**src/rtl/ula_issue_unit.sv**
```systemverilog
// ula_issue_unit: issue/writeback front-end for the ULA datapath block.
// It accepts one instruction, reads its two source registers from a
// synchronous register file, drives the ULA for one execute cycle, and
// returns the captured result on a response handshake.
//
// Handshakes: a transfer happens on the rising edge where valid && ready.
// Both sides are plain valid/ready. The unit raises instr_ready only in IDLE.
// resp_valid is high only in DONE, and every resp_* output stays stable
// until the consumer raises resp_ready.
module ula_issue_unit #(
    parameter bit IMM_SIGNED = 1'b1
) (
    input  logic        clock,
    input  logic        reset,
    // instruction side
    input  logic        instr_valid,
    output logic        instr_ready,
    input  logic [31:0] instr,
    // register file
    output logic [4:0]  rf_addr_a,
    output logic [4:0]  rf_addr_b,
    input  logic [31:0] rf_data_a,
    input  logic [31:0] rf_data_b,
    // ULA drive and capture
    output logic [31:0] data_src,
    output logic [31:0] data_tgtImd,
    output logic [4:0]  shamt,
    output logic [4:0]  opcode_ULA,
    input  logic [31:0] data_ULA,
    input  logic        zero,
    // response side
    output logic        resp_valid,
    input  logic        resp_ready,
    output logic [31:0] resp_data,
    output logic [4:0]  resp_rd,
    output logic        resp_zero,
    output logic        resp_error,
    output logic        resp_divzero,
    // FSM state, exported for observation
    output logic [1:0]  dbg_state
);

    localparam logic [1:0] ST_IDLE = 2'd0;
    localparam logic [1:0] ST_READ = 2'd1;
    localparam logic [1:0] ST_EXEC = 2'd2;
    localparam logic [1:0] ST_DONE = 2'd3;

    localparam logic [4:0] OP_BLANK = 5'b00000;
    localparam logic [4:0] OP_DIV   = 5'b00111;

    // state and latched instruction fields
    logic [1:0]  state_q,        state_d;
    logic [4:0]  code_q,         code_d;
    logic        imm_form_q,     imm_form_d;
    logic [4:0]  shamt_f_q,      shamt_f_d;
    logic [15:0] imm16_q,        imm16_d;

    // register-file addresses and ULA operands
    logic [4:0]  rf_addr_a_q,    rf_addr_a_d;
    logic [4:0]  rf_addr_b_q,    rf_addr_b_d;
    logic [31:0] data_src_q,     data_src_d;
    logic [31:0] data_tgt_q,     data_tgt_d;
    logic [4:0]  shamt_q,        shamt_d;

    // response registers
    logic [31:0] resp_data_q,    resp_data_d;
    logic [4:0]  resp_rd_q,      resp_rd_d;
    logic        resp_zero_q,    resp_zero_d;
    logic        resp_error_q,   resp_error_d;
    logic        resp_divzero_q, resp_divzero_d;

    logic        accept;
    logic        in_legal;
    logic [31:0] imm_ext;

    // Legal ULA codes are 0x02-0x0E and 0x10-0x15.
    function automatic logic code_is_legal(input logic [4:0] c);
        logic ok;
        ok = 1'b0;
        if ((c >= 5'h02) && (c <= 5'h0E)) begin
            ok = 1'b1;
        end
        if ((c >= 5'h10) && (c <= 5'h15)) begin
            ok = 1'b1;
        end
        return ok;
    endfunction

    // Handshake qualifiers and the imm16 extension.
    always_comb begin
        accept   = instr_valid && (state_q == ST_IDLE);
        in_legal = code_is_legal(instr[30:26]);
        if (IMM_SIGNED) begin
            imm_ext = {{16{imm16_q[15]}}, imm16_q};
        end else begin
            imm_ext = {16'h0000, imm16_q};
        end
    end

    // Next-state and datapath update for the IDLE/READ/EXEC/DONE sequence.
    always_comb begin
        state_d        = state_q;
        code_d         = code_q;
        imm_form_d     = imm_form_q;
        shamt_f_d      = shamt_f_q;
        imm16_d        = imm16_q;
        rf_addr_a_d    = rf_addr_a_q;
        rf_addr_b_d    = rf_addr_b_q;
        data_src_d     = data_src_q;
        data_tgt_d     = data_tgt_q;
        shamt_d        = shamt_q;
        resp_data_d    = resp_data_q;
        resp_rd_d      = resp_rd_q;
        resp_zero_d    = resp_zero_q;
        resp_error_d   = resp_error_q;
        resp_divzero_d = resp_divzero_q;

        case (state_q)
            ST_IDLE: begin
                if (accept) begin
                    code_d         = instr[30:26];
                    imm_form_d     = instr[31];
                    shamt_f_d      = instr[10:6];
                    imm16_d        = instr[15:0];
                    // immediate form writes rt, register form writes rd
                    resp_rd_d      = instr[31] ? instr[20:16] : instr[15:11];
                    resp_data_d    = 32'h0000_0000;
                    resp_zero_d    = 1'b0;
                    resp_divzero_d = 1'b0;
                    if (in_legal) begin
                        rf_addr_a_d  = instr[25:21];
                        rf_addr_b_d  = instr[20:16];
                        resp_error_d = 1'b0;
                        state_d      = ST_READ;
                    end else begin
                        // illegal code: no register read, no ULA issue
                        resp_error_d = 1'b1;
                        state_d      = ST_DONE;
                    end
                end
            end
            ST_READ: begin
                data_src_d = rf_data_a;
                data_tgt_d = imm_form_q ? imm_ext : rf_data_b;
                shamt_d    = shamt_f_q;
                state_d    = ST_EXEC;
            end
            ST_EXEC: begin
                resp_data_d    = data_ULA;
                resp_zero_d    = zero;
                resp_divzero_d = (code_q == OP_DIV) && (data_tgt_q == 32'h0000_0000);
                state_d        = ST_DONE;
            end
            ST_DONE: begin
                if (resp_ready) begin
                    state_d = ST_IDLE;
                end
            end
            default: begin
                state_d = ST_IDLE;
            end
        endcase
    end

    // State registers; reset drops any in-flight or pending response.
    always_ff @(posedge clock or negedge reset) begin
        if (!reset) begin
            state_q        <= ST_IDLE;
            code_q         <= 5'd0;
            imm_form_q     <= 1'b0;
            shamt_f_q      <= 5'd0;
            imm16_q        <= 16'h0000;
            rf_addr_a_q    <= 5'd0;
            rf_addr_b_q    <= 5'd0;
            data_src_q     <= 32'h0000_0000;
            data_tgt_q     <= 32'h0000_0000;
            shamt_q        <= 5'd0;
            resp_data_q    <= 32'h0000_0000;
            resp_rd_q      <= 5'd0;
            resp_zero_q    <= 1'b0;
            resp_error_q   <= 1'b0;
            resp_divzero_q <= 1'b0;
        end else begin
            state_q        <= state_d;
            code_q         <= code_d;
            imm_form_q     <= imm_form_d;
            shamt_f_q      <= shamt_f_d;
            imm16_q        <= imm16_d;
            rf_addr_a_q    <= rf_addr_a_d;
            rf_addr_b_q    <= rf_addr_b_d;
            data_src_q     <= data_src_d;
            data_tgt_q     <= data_tgt_d;
            shamt_q        <= shamt_d;
            resp_data_q    <= resp_data_d;
            resp_rd_q      <= resp_rd_d;
            resp_zero_q    <= resp_zero_d;
            resp_error_q   <= resp_error_d;
            resp_divzero_q <= resp_divzero_d;
        end
    end

    // Output drive. The read addresses are presented during the accept cycle
    // so the synchronous register file samples them on the accept edge and its
    // data is ready during READ. They are then held from the registered copy.
    // Illegal codes never touch the addresses.
    always_comb begin
        instr_ready  = (state_q == ST_IDLE);
        rf_addr_a    = (accept && in_legal) ? instr[25:21] : rf_addr_a_q;
        rf_addr_b    = (accept && in_legal) ? instr[20:16] : rf_addr_b_q;
        data_src     = data_src_q;
        data_tgtImd  = data_tgt_q;
        shamt        = shamt_q;
        opcode_ULA   = (state_q == ST_EXEC) ? code_q : OP_BLANK;
        resp_valid   = (state_q == ST_DONE);
        resp_data    = resp_data_q;
        resp_rd      = resp_rd_q;
        resp_zero    = resp_zero_q;
        resp_error   = resp_error_q;
        resp_divzero = resp_divzero_q;
        dbg_state    = state_q;
    end

endmodule
```
**config.mk**
```make
export PLATFORM = sky130hd
export DESIGN_NAME = ula_issue_unit
export DESIGN_NICKNAME = d
export VERILOG_FILES = /design/src/rtl/ula_issue_unit.sv
export SDC_FILE = /design/constraint.sdc
export NUM_CORES = 1
export LEC_CHECK = 0
export CORE_MARGIN = 3
export CORE_UTILIZATION = 45
export CTS_CLUSTER_DIAMETER = 100
export DETAILED_ROUTE_END_ITERATION = 8
export PLACE_DENSITY_LB_ADDON = 0.3
export SLEW_MARGIN = 20
export SYNTH_ARGS = -nofsm -noshare
export SYNTH_HDL_FRONTEND = slang
export SYNTH_SLANG_ARGS = --single-unit
```
**constraint.sdc**
```tcl
create_clock -name clock -period 6.2 [get_ports clock]
set_input_delay 0.62 -clock clock [delete_from_list [all_inputs] [get_ports clock]]
set_output_delay 0.62 -clock clock [all_outputs]
set_load 0.01 [all_outputs]
```
# After elaboration in Yosys (flattened, before gate mapping)
# Cells that the tools add are included.
dict set report word_totals {
  input_bits 133
  register_bits 148
  out_inout_bits 128
}
dict set report classes {
  eq_ne 6
  n_lt_le_gt_ge 4
  n_reduce_logical 12
  mux 17
}
# op count
set ops {}
lappend ops {{32-bit two-way mux} 2}
lappend ops {{32-bit one-hot mux with 2 select lines} 1}
lappend ops {{32-bit zero test} 1}
lappend ops {{5-bit two-way mux} 4}
lappend ops {{2-bit one-hot mux with 4 select lines} 1}
lappend ops {{2-bit two-way mux} 3}
lappend ops {{2-bit AND reduction} 3}
lappend ops {{5-bit by 3-bit == test with 1-bit output (second input constant)} 1}
lappend ops {{5-bit by 2-bit greater-or-equal comparator with 1-bit output (second input constant)} 1}
lappend ops {{5-bit greater-or-equal comparator (second input constant)} 1}
lappend ops {{5-bit by 4-bit <= comparator with 1-bit output (second input constant)} 1}
lappend ops {{5-bit <= comparator (second input constant)} 1}
lappend ops {{1-bit logical AND} 5}
lappend ops {{2-bit == test (second input constant)} 2}
lappend ops {{1-bit two-way mux} 4}
lappend ops {{2-bit by 1-bit inequality test with 1-bit output (second input constant)} 2}
lappend ops {{1-bit one-hot mux with 2 select lines} 2}
lappend ops {{3-bit AND reduction} 1}
lappend ops {{2-bit by 1-bit == test with 1-bit output (second input constant)} 1}
lappend ops {{2-bit zero test} 1}
lappend ops {{2-bit nonzero test} 1}

# Logic depth before layout (Yosys ltp)
dict set report depth {
  word_depth 7
  mapped_depth 7
  depth_no_buf 5
}

# Worst setup path after synthesis
# No wires, ideal clock.
dict set report synth_path {
  kind {register -> output}
  from {register state_q[0] (netlist: dbg_state[0])}
  to {output rf_addr_a[0]}
  slack_ns 3.617
  n_path_buf 2
  path_stages_with_launch 8
  arrival_time_ns 1.963
  cell_sequence {dfrtp_1 inv_1 ha_1 buf_4 nand2_4 a2111oi_4 buf_6 mux2_1}
}
dict set report synth_between {
  elab_chain_cells 4
}
# item line_no
set synth_rtl {}
lappend synth_rtl {{start: declaration} 52} ;# logic [1:0] state_q, state_d;
lappend synth_rtl {{start signal: assignment} 184} ;# state_q <= state_d;
lappend synth_rtl {{2-bit zero test} -}
lappend synth_rtl {{via instr_ready} 17} ;# output logic instr_ready,
lappend synth_rtl {{1-bit logical AND} 91} ;# accept = instr_valid && (state_q == ST_IDLE);
lappend synth_rtl {{1-bit logical AND} 208} ;# rf_addr_a = (accept && in_legal) ? instr[25:21] : rf_addr_a_q;
lappend synth_rtl {{5-bit two-way mux} 208}
lappend synth_rtl {{end: declaration} 20} ;# output logic [4:0] rf_addr_a,
# The timed path passes the listed nets, and every way through them passes these cells.

# Worst setup path after layout
dict set report layout_path {
  from {register state_q[0] (netlist: dbg_state[0])}
  to {output rf_addr_a[3]}
}
dict set report layout_between {
  elab_chain_cells 4
}
# item line_no
set layout_rtl {}
lappend layout_rtl {{2-bit zero test} 91}
lappend layout_rtl {{1-bit logical AND} 91}
lappend layout_rtl {{1-bit logical AND} 208}
lappend layout_rtl {{5-bit two-way mux} 208}
# Every way passes these cells.

==> metrics.md <==
| Metric | Value |
|---|---|
| Final-report hold violation count | 0 |
| Post-layout net count | 832 |
| Vias | 4523 |
| Post-synth EDFFs | 0 |
| Routability cong. | about 0.76 |
| CTS Root Cell | clkbuf_16 |
| Clock Skews | 0.005798 ns |
| Final ANT Viol Nets | 0 |
| Worst Reg-to-Reg Cells | 6 |
| Reg-to-reg critical path endpoint | rf_addr_b_q[4] |
| Postcts setup bufs | 0 |
| Antenna diodes | 0 |
| Die Height | 120.3 um |
| Compound-cell area share of the yosys netlist | 11.04% |
| RR Startpoint | dbg_state[0] |
| Clk_lat worst skew | 0.41 ns |
| Overall Global Routing Usage | 22.46% |
| Largest net degree at the start of global routing | 81 |
| Startpoint types | register |
| Setup crit start | dbg_state[0] |
| Largest fanout on the critical path | 33 |
| Via-to-Cell Ratio | 5.140 |
| Total gr overflow | 0 |
| Final worst-path cycle share | 65.94% |
| CP required | roughly 5.6 ns |
| Worst hold path type | in2async |
| Fin Setup TNS | 0 ns |
| First-pass GRT wire length | roughly 25 mm |
| Power per Cell Area | 545.9 nW/um^2 |
| DIE AREA | roughly 14000 sq um |
| Max_slew headroom | 36.07% |
| Initial antenna violation count | 0 |
| Top_reg_cell synth | dfrtp_1 |
| Flops & latches, synth | about 140 |
| Synthesis-to-finish area growth | 57.33% |
| Worst IR drop on VDD | 0.0002644 V |
| Worst-margin pin slew | 0.9590 ns |
| Dpl hpwl | 11.99 mm |
| Leakage power | 3.872 nW |
| PnR Total Power | 5.050 mW |
| Avg WL per Cell | around 18 um |
| Synth Area in Simple Gates | 5.129% |
| Status | complete, no violations |
| Input/output buffers | 260 |
| Worst EP arrival | 3.47 ns |
| Count of pins over their slew limit | 0 |
| Flop2flop setup slack | between 3 and 4 ns |
| Netlist Area Pre-Place | 5879 sq um |
| Cts hold-fix bufs | 0 |
| Register area share after synthesis | about 60% |
| RSZ-0062 raised after global routing | no |
| Post_cts resized | 0 |
| # DRC | 0 |
| Mux cell area share after synthesis | approximately 19% |
| Syn nets | 577 |
| Synthesized instance count | 440 |
| Core Footprint | 12720 sq um |
| Crit Path Class | reg2out |
| Xor and xnor area share after synthesis | 0% |
| Synth warn | 0 |
| Longest Clk Path Bufs | 2 |
| CP endpoint kind | output port |
| CTS H-tree lvls | 4 |
| DR pass1 iterations | 4 |
| Initial core utilization | 46.21% |
| Max-cap check violation count | 0 |
| Largest family of logic cells by synthesized area | multiplexers |
| DR iter-0 viols | between 150 and 200 |
| Core Rows | 41 |
| Vias in the first global route | 4703 |
| Syn_area_per_cell | 13.36 sq um |
| Wirelength, routed | 16.14 mm |
| Clock Pin Slew Worst Setup and Hold Paths | about 0.060 ns |
| Adder-Cell Fraction of Synth Area | 0.8512% |
| Fraction of registers with async set/reset | 100.0% |
| I/O pin count | 261 |
| Layout cells sized above 1 | 16.38% |
| Yosys cell types | 31 |
| Setup violations, final | 0 |
| Final min period | around 4 ns |
| Clock buffer count from CTS | 17 |
| Clock sinks | 143 |
| Die X | roughly 120 um |
| Fillcell total | 900 |
| Achievable frequency | 0.2446 GHz |
| CTS tree | yes |
## worst max-delay path by stage
stage,cells after the start,slack (ns),to
final,7,2.11,rf_addr_a[3]
after global routing,7,1.86,rf_addr_a[0]
after CTS,7,2.05,rf_addr_a[3]
after detailed placement,6,2.33,rf_addr_a[3]
after global placement,6,2.42,rf_addr_a[2]
after floorplan,7,3.62,rf_addr_a[0]
## synthesized netlist by cell type, types with 3 or more instances
library cell  count  area [sq um]
mux2_2           61         686.9
and2_1            6         37.54
a21oi_1          52         260.3
clkbuf_1          8         30.03
mux2i_1          21         210.2
buf_1             5         18.77
buf_2            13         65.06
o21ai_0           5         25.02
ha_1              4         50.05
mux2_1            8         90.09
mux2_4           10         150.1
dfrtp_1         143          3578
inv_1             4         15.01
or4_1             3         22.52
a22o_1           33         289.0
nor2_1           35         131.4
nand2_1           8         30.03
nor4_1            6         37.54
## report_power, final
group          switching (mW)  internal, mW  leakage, nW
Clock                   0.386         0.673        0.296
Combinational           0.950          1.33         1.88
Sequential              0.314          1.40         1.70
## state kept, by name, indices dropped and copies added, names as in the netlist
| register | cells |
|---|---|
| data_src | 32 |
| data_tgtImd | 32 |
| resp_data | 32 |
| imm16_q | 12 |
| code_q | 5 |
| resp_rd | 5 |
| rf_addr_a_q | 5 |
| rf_addr_b_q | 5 |
| shamt | 5 |
| shamt_f_q | 4 |
| dbg_state | 2 |
| imm_form_q | 1 |
| resp_divzero | 1 |
| resp_error | 1 |
| resp_zero | 1 |
## metrics by stage
step / util, % / instance area (sq um) / std cells / hold WS (ns) / setup slack [ns]
after global routing: 72.71 / 9250 / 880 / 0.2459 / 1.865
after global placement: 67.70 / 8613 / 847 / 0.4616 / 2.418
after floorplan: - / 5879 / 440 / 0.3244 / 3.617
after detailed placement: 67.70 / 8613 / 847 / 0.4749 / 2.333
after CTS: 72.59 / 9235 / 879 / 0.2287 / 2.054
final: 72.71 / 9250 / 880 / 0.1926 / 2.112
## cell type report
cell class                 count  area [sq um]  share of cell area (%)
multi-input combinational    263          2167                   23.43
clock inverter                14         192.7                   2.083
sequential                   143          3578                   38.69
tap                          172         215.2                   2.327
clock buffer                  18         429.2                   4.640
timing repair buffer         265          2649                   28.64
inverter                       5         18.77                  0.2029
## layout by cell type (no fill, tap or decap), drive strengths merged, types with 7 or more instances in the layout
cell	instances
nor2	35
nand2	9
nor4	7
clkbuf	18
dfrtp	143
mux2i	21
a21oi	53
clkdlybuf4s50	259
clkinv	8
a22o	33
mux2	79
## routing by layer
layer	wire, um	vias to the layer above	GRT usage [%]
li1	-	2095	-
met1	6338	2217	26.26
met2	8056	190	38.11
met3	1470	21	8.746
met4	279	0	7.365
met5	0	-	0
## logic make-up (layout without fill, tap and decap cells)
logic type | count (synthesis) | in the layout
compound gates | 96 | 96
fa+ha+maj | 4 | 4
buf+inv | 34 | 302
flops | 143 | 143
mux | 100 | 100
simple gates | 63 | 63
## critical path, stage by stage, from the launching register on
cell	delay, ns
dfrtp_1	0.45
inv_1	0.12
ha_1	0.44
nand2_4	0.36
a2111oi_4	0.45
buf_4	0.37
mux2_1	0.37
clkdlybuf4s50_1	0.48
(Power assumes the default switching activity.)
